$ cat config.mk
export PLATFORM = sky130hd
export DESIGN_NAME = irq_prio_encoder
export DESIGN_NICKNAME = d
export VERILOG_FILES = /design/src/rtl/irq_prio_encoder.sv
export SDC_FILE = /design/constraint.sdc
export NUM_CORES = 1
export LEC_CHECK = 0
export CORE_MARGIN = 8
export CORE_UTILIZATION = 43
export CTS_CLUSTER_SIZE = 12
export DETAILED_ROUTE_END_ITERATION = 10
export PLACE_DENSITY = 0.79
export SLEW_MARGIN = 5
export SYNTH_ARGS = -nofsm -noshare
export SYNTH_HDL_FRONTEND = slang
export SYNTH_SLANG_ARGS = --single-unit
$ cat constraint.sdc
create_clock -name clk -period 2.25 [get_ports clk]
set_input_delay 0.675 -clock clk [delete_from_list [all_inputs] [get_ports clk]]
set_output_delay 0.675 -clock clk [all_outputs]
set_load 0.005 [all_outputs]
$ cat src/rtl/irq_prio_encoder.sv
// Registered N-source request encoder: pending capture, per-source mask, fixed or
// round-robin selection, presented on a valid/ready output with a binary and one-hot code.
module irq_prio_encoder #(
    parameter int N     = 8,
    parameter int IDX_W = $clog2(N),
    parameter bit RR    = 1'b0
) (
    input  logic             clk,
    input  logic             rst_n,
    input  logic [N-1:0]     req_i,
    input  logic [N-1:0]     mask_i,
    input  logic             clr_i,
    output logic             out_valid,
    input  logic             out_ready,
    output logic [IDX_W-1:0] out_code,
    output logic [N-1:0]     out_onehot,
    output logic [N-1:0]     pend_o,
    output logic             overflow_o
);

    logic [N-1:0]     pend_q, pend_d;
    logic [N-1:0]     onehot_q, onehot_d;
    logic [IDX_W-1:0] code_q, code_d;
    logic [IDX_W-1:0] ptr_q, ptr_d;
    logic             valid_q, valid_d;
    logic             ovf_q, ovf_d;

    logic [N-1:0]     elig;
    logic [N-1:0]     sel_oh;
    logic [N-1:0]     taken;
    logic [IDX_W-1:0] sel_idx;
    logic [IDX_W-1:0] cidx;
    logic             found;
    logic             load;
    int               cand;

    assign elig = (pend_q | req_i) & mask_i;
    assign load = !valid_q || out_ready;

    // Round-robin search wraps modulo N, so codes >= N are never visited.
    always_comb begin
        sel_oh  = '0;
        sel_idx = '0;
        found   = 1'b0;
        cand    = 0;
        cidx    = '0;
        if (!RR) begin
            for (int i = 0; i < N; i++) begin
                cidx = IDX_W'(i);
                if (!found && elig[cidx]) begin
                    found        = 1'b1;
                    sel_idx      = cidx;
                    sel_oh[cidx] = 1'b1;
                end
            end
        end else begin
            for (int k = 1; k <= N; k++) begin
                cand = (int'(ptr_q) + k) % N;
                cidx = IDX_W'(cand);
                if (!found && elig[cidx]) begin
                    found        = 1'b1;
                    sel_idx      = cidx;
                    sel_oh[cidx] = 1'b1;
                end
            end
        end
    end

    always_comb begin
        taken    = load ? sel_oh : '0;
        pend_d   = (pend_q | req_i) & ~taken;
        ovf_d    = |(req_i & pend_q & ~taken);
        valid_d  = valid_q;
        code_d   = code_q;
        onehot_d = onehot_q;
        ptr_d    = ptr_q;
        if (load) begin
            valid_d  = found;
            code_d   = sel_idx;
            onehot_d = sel_oh;
            if (found) begin
                ptr_d = sel_idx;
            end
        end
        // Flush wins over any same-cycle request or load; the RR pointer survives it.
        if (clr_i) begin
            pend_d   = '0;
            ovf_d    = 1'b0;
            valid_d  = 1'b0;
            code_d   = '0;
            onehot_d = '0;
            ptr_d    = ptr_q;
        end
    end

    always_ff @(posedge clk or negedge rst_n) begin
        if (!rst_n) begin
            pend_q   <= '0;
            onehot_q <= '0;
            code_q   <= '0;
            ptr_q    <= IDX_W'(N - 1);
            valid_q  <= 1'b0;
            ovf_q    <= 1'b0;
        end else begin
            pend_q   <= pend_d;
            onehot_q <= onehot_d;
            code_q   <= code_d;
            ptr_q    <= ptr_d;
            valid_q  <= valid_d;
            ovf_q    <= ovf_d;
        end
    end

    assign out_valid  = valid_q;
    assign out_code   = code_q;
    assign out_onehot = onehot_q;
    assign pend_o     = pend_q;
    assign overflow_o = ovf_q;

endmodule
* Yosys cells after proc, flatten, opt, wreduce, memory -nomap -nowiden
Index checks and enable logic that the tools add are counted.
** Cells by class
- Equality and inequality tests :: 0
- Reduce and logical (&&, ||, !) cells :: 18
- Shift-type cells :: 0
- Magnitude comparators :: 0
- Bitwise operators :: 6
- Mux-type cells :: 31
- Div/mod/pow operators :: 0
- $mul :: 0
- $add $sub $neg :: 0
** Operators by type and width (count)
- $and 8x8->8 :: 4
- $mux 8 :: 4
- $mux 3 :: 7
- $mux 1 :: 19
- $logic_not 1->1 :: 8
- $not 8->8 :: 1
- $or 8x8->8 :: 1
- $reduce_or 8->1 :: 1
- $logic_and 1x1->1 :: 7
- $mux 2 :: 1
- $reduce_bool 2->1 :: 1
- $logic_or 1x1->1 :: 1
** Storage, ports and cells
- Word-level logic and storage cells :: 60
- Bits in writable memories :: 0
- Bits in read-only memories :: 0
- Bits in registers :: 21
- Bits in latches :: 0
- Output and inout bits :: 21
- Memories kept :: 0
- Input port bits :: 20

* Logic depth before layout (Yosys ltp)
- Depth after elaboration :: 29
- Gate-level depth with buffers :: 6
- Gate-level depth less buffers :: 5

* Worst setup path before layout
Ideal clock, no wire load.
- Path type :: input to register
- Start :: input port out_ready
- End :: register ovf_q, in the netlist overflow_o
- Buffers on the path :: 1
- Cell stages on the path :: 6
- Arrival :: 1.826 ns
- Path slack :: 0.275 ns
- Cells stage by stage :: nand2b_1 buf_6 nand4_2 or4_4 a31oi_1 a41oi_1
** On the way
- Longest elaborated chain between the ends :: 6
** Ends and longest elaborated chain
- start: declaration :: RTL line 14 : input logic out_ready,
- $logic_or 1x1->1 :: RTL line 38 : assign load = !valid_q || out_ready;
- $mux 8 :: RTL line 70 : taken = load ? sel_oh : '0;
- $not 8->8 :: RTL line 72 : ovf_d = |(req_i & pend_q & ~taken);
- $and 8x8->8 :: RTL line 72
- $reduce_or 8->1 :: RTL line 72
- $mux 1 :: RTL line 86 : if (clr_i) begin
- via ovf_d :: RTL line 26 : logic ovf_q, ovf_d;
- end signal: assignment :: RTL line 110 : ovf_q <= ovf_d;
- end: declaration :: RTL line 26
The timed path passes the listed nets, and every way through them passes these cells.
A chain may end at the register's enable or synchronous reset.

* Worst setup path in the final report
- Start :: input port req_i[2]
- End :: register onehot_q[5], in the netlist out_onehot[5]
** On the way
- Longest elaborated chain between the ends :: 15
** Ends and longest elaborated chain
- start: declaration :: RTL line 10 : input logic [N-1:0] req_i,
- $or 8x8->8 (*) :: RTL line 37 : assign elig = (pend_q | req_i) & mask_i;
- $and 8x8->8 (*) :: RTL line 37
- $logic_and 1x1->1 (*) :: RTL line 50 : if (!found && elig[cidx]) begin
- $mux 1 (*) :: RTL line 50
- $logic_not 1->1 :: RTL line 50
- $logic_and 1x1->1 :: RTL line 50
- $mux 1 (*) :: RTL line 50
- $logic_not 1->1 :: RTL line 50
- $logic_and 1x1->1 :: RTL line 50
- $mux 1 (*) :: RTL line 50
- $logic_not 1->1 (*) :: RTL line 50
- $logic_and 1x1->1 (*) :: RTL line 50
- $mux 1 (*) :: RTL line 50
- $mux 8 (*) :: RTL line 77 : if (load) begin
- $mux 8 (*) :: RTL line 86
- end signal: assignment :: RTL line 106 : onehot_q <= onehot_d;
- end: declaration :: RTL line 22 : logic [N-1:0] onehot_q, onehot_d;
Mark *: on every way between the ends. The rest lies on a longest branch, timed or not. The select of a mux whose other input is x is not followed.

==> flow_summary.toml <==
[sta]
fin_crit_sh_pct = 96.1
drv_slew = 0
finalClockSkew_ns = 0.00229
worst_pin_slew_ns = 0.388
fmax_ghz = 0.463
hold_viol_final = 0
max-slew-margin-rel_pct = 73.9
rsz0062_at_grt = "no"
holdWs_ns = 0.527
fin_crit_ns = 2.16
setup_viol = 0
final.setup.tns_ns = 0

[clocking]
clock_sinks = 21
h-tree-depth = 1
cts_tree = "built"
worstSkewPairLatency_ns = 0.32
cts_root_buf = "clkbuf_4"
cts_buffers = 3
clockBufferDepth = 2
clk_pin_slew_ns = 0.12

[route]
vias_per_cell = 5.48
wirelength_um = 3450
routedWlPerCell_um = 15.8
antenna_left = 0
routed-via-count = 1195
drc = 0
first_iter_violations = 52
drt_first_pass_iters = 4

[floorplanning]
start_util_pct = 44.4
core_area_sq_um = 2410
fp-row-count = 18
die_area_sq_um = 4340
die_h_um = 65.9
ios = 41
die_w_um = 65.9

[yosys]
syn_area_per_cell_sq_um = 9.30
ys_seq_area_share_pct = 49.1
synthesis.nets = 135
ys_types = 29
ys_top_cells_by_area = "dfrtp_1, nor2_1, nand2_1"
synth_xor_area_share_pct = 0
ys_warn_count = 0
synth_cells = 115
synth_simple_gate_area_share_pct = 21.6
synth_fa_ha_area_share_pct = 0
yosysMostFrequentCell = "dfrtp_1"
yosysTopAreaCellShare_pct = 49.1
synth-compound-area-share_pct = 26.8
synth-edff-count = 0
synth_top_family_by_area = "compound AO/OA/AOI/OAI gates"
async_flop_share_pct = 100
syn_area_sq_um = 1070
yosys-mux-area-fraction_pct = 0
synth-seq-cells = 21
ys.flop_type = "dfrtp_1"
synth_commonest_cells = "dfrtp_1, nor2_1, nand2_1"
yosys.area.top_type = "dfrtp_1"

[hold_path]
hold_path_depth = 2
hold_class = "flip-flop to flip-flop"

[placement]
io_buffers = 40
gp_congestion = 0.897
post_dp_cell_area_sq_um = 1720
hpwl_um = 2610
dp_cells = 212

[pwr]
comb_power_share_pct = 30.4
pwr-share-clk_pct = 21.6
power_leakage_nw = 0.750
switching_share_pct = 29.1
peakVddDrop_mv = 0.428
power.internal_uw = 622
p_sw_uw = 256
powerDensity_nw_per_um2 = 493
power_frac_seq_pct = 48.0

[finish]
num_antenna_cells = 0
finalInstanceArea_sq_um = 1780
drive_above_1_share_pct = 24.5
layout.cells.non_filler = 218
layout.nets = 209
syn_to_final_growth_pct = 66.4

[global_route]
grt_start_max_net_pins = 22
grt_usage_pct = 15.6
grt_pass1_vias = 1135
antenna_found_initial = 0
grt_pass1_wl_um = 5350
overflow = 0

[worst_setup_path]
crit_type = "input port to flip-flop"
arrival_ns = 2.42
cp.required_ns = 2.50
reg2regPathDepth = 5
cpPeakStageDelay_ns = 0.44
startpoint_type = "input port"
crit_path_frequent_cell = "buf_4"
critPathSlowestCell = "clkdlybuf4s50_1"
crit_path_end_kind = "flip-flop"
critical_path_peak_fanout = 6
path_cells = "clkdlybuf4s50_1 -> buf_4 -> o21a_4 -> nor4_4 -> buf_4 -> nand2_1 -> buf_4 -> buf_4 -> a21oi_1"

[job]
drv_cap = 0

[outcome]
outcome = "finished, final reports clean"
==> registers in the layout, indices dropped and copies added (netlist names) <==
| name | cells |
|---|---|
| out_onehot | 8 |
| pend_o | 8 |
| out_code | 3 |
| out_valid | 1 |
| overflow_o | 1 |
==> logic make-up after synthesis <==
family          Yosys count
simple gates             46
compound gates           43
flops                    21
buf+inv                   5
==> layout by cell type (no fill, tap or decap), drive strengths merged, types with 2 or more instances in the layout <==
cell / count
a211oi: 6
a21oi: 11
a22oi: 2
a311oi: 2
a31oi: 4
buf: 33
clkbuf: 4
clkdlybuf4s50: 40
dfrtp: 21
nand2: 15
nand3: 2
nor2: 18
nor3: 2
nor3b: 2
nor4: 2
o21a: 5
o21ai: 9
==> layout make-up <==
type	instances	area (sq um)
Sequential cell	21	526
Fill cell	180	629
Tap cell	30	37.5
Clock buffer	4	26.3
Multi-Input combinational cell	89	539
Inverter	1	3.75
Timing Repair Buffer	73	648
==> layer usage <==
layer / wire [um] / GRT usage [%]
met2: 1710 / 24.8
met5: 0 / 0
met1: 1440 / 19.8
met4: 25 / 4.09
met3: 273 / 5.08
==> power by group through the flow <==
stage | registers [mW] | logic, mW | clock network [mW]
finish | 0.421 | 0.267 | 0.190
global placement | 0.425 | 0.251 | 0
global route | 0.425 | 0.286 | 0.207
floorplan | 0.427 | 0.0877 | 0
CTS | 0.420 | 0.257 | 0.201
detailed placement | 0.427 | 0.255 | 0
==> final timing paths <==
kind                            slack [ns]                        end                 startpoint
worst min register to register        0.53  out_onehot[0]$_DFFE_PN0P_  out_onehot[0]$_DFFE_PN0P_
max in group asynchronous             1.35  out_onehot[3]$_DFFE_PN0P_                      rst_n
worst max register to register        0.49       overflow_o$_DFF_PN0_        pend_o[2]$_DFF_PN0_
min in group asynchronous             0.68  out_onehot[4]$_DFFE_PN0P_                      rst_n
worst min-delay path                  0.53  out_onehot[0]$_DFFE_PN0P_  out_onehot[0]$_DFFE_PN0P_
worst max-delay path                  0.09  out_onehot[5]$_DFFE_PN0P_                   req_i[2]
==> worst max-delay path, delay by kind of cell <==
family / cells / cell delay [ns]
buffers and inverters: 5 / 1.06
and+or+nand+nor: 2 / 0.34
AOI/OAI and AO/OA: 2 / 0.33
==> what timing repair did <==
action | CTS | global route
resized for setup | 0 | 4
buffers inserted | 0 | 2
endpoints found under the setup margin | 0 | 1
hold buffers | 0 | 0
==> metrics by stage <==
stage                     utilization, %  total power, mW  worst slack, ns
after floorplan                        -            0.514            0.275
after global placement              71.3            0.676           -0.235
after detailed placement            71.3            0.682           -0.278
after CTS                           72.4            0.878           0.0777
after global routing                73.9            0.917           0.0137
final                               73.9            0.877           0.0888
Power figures use the tool's default switching activity.
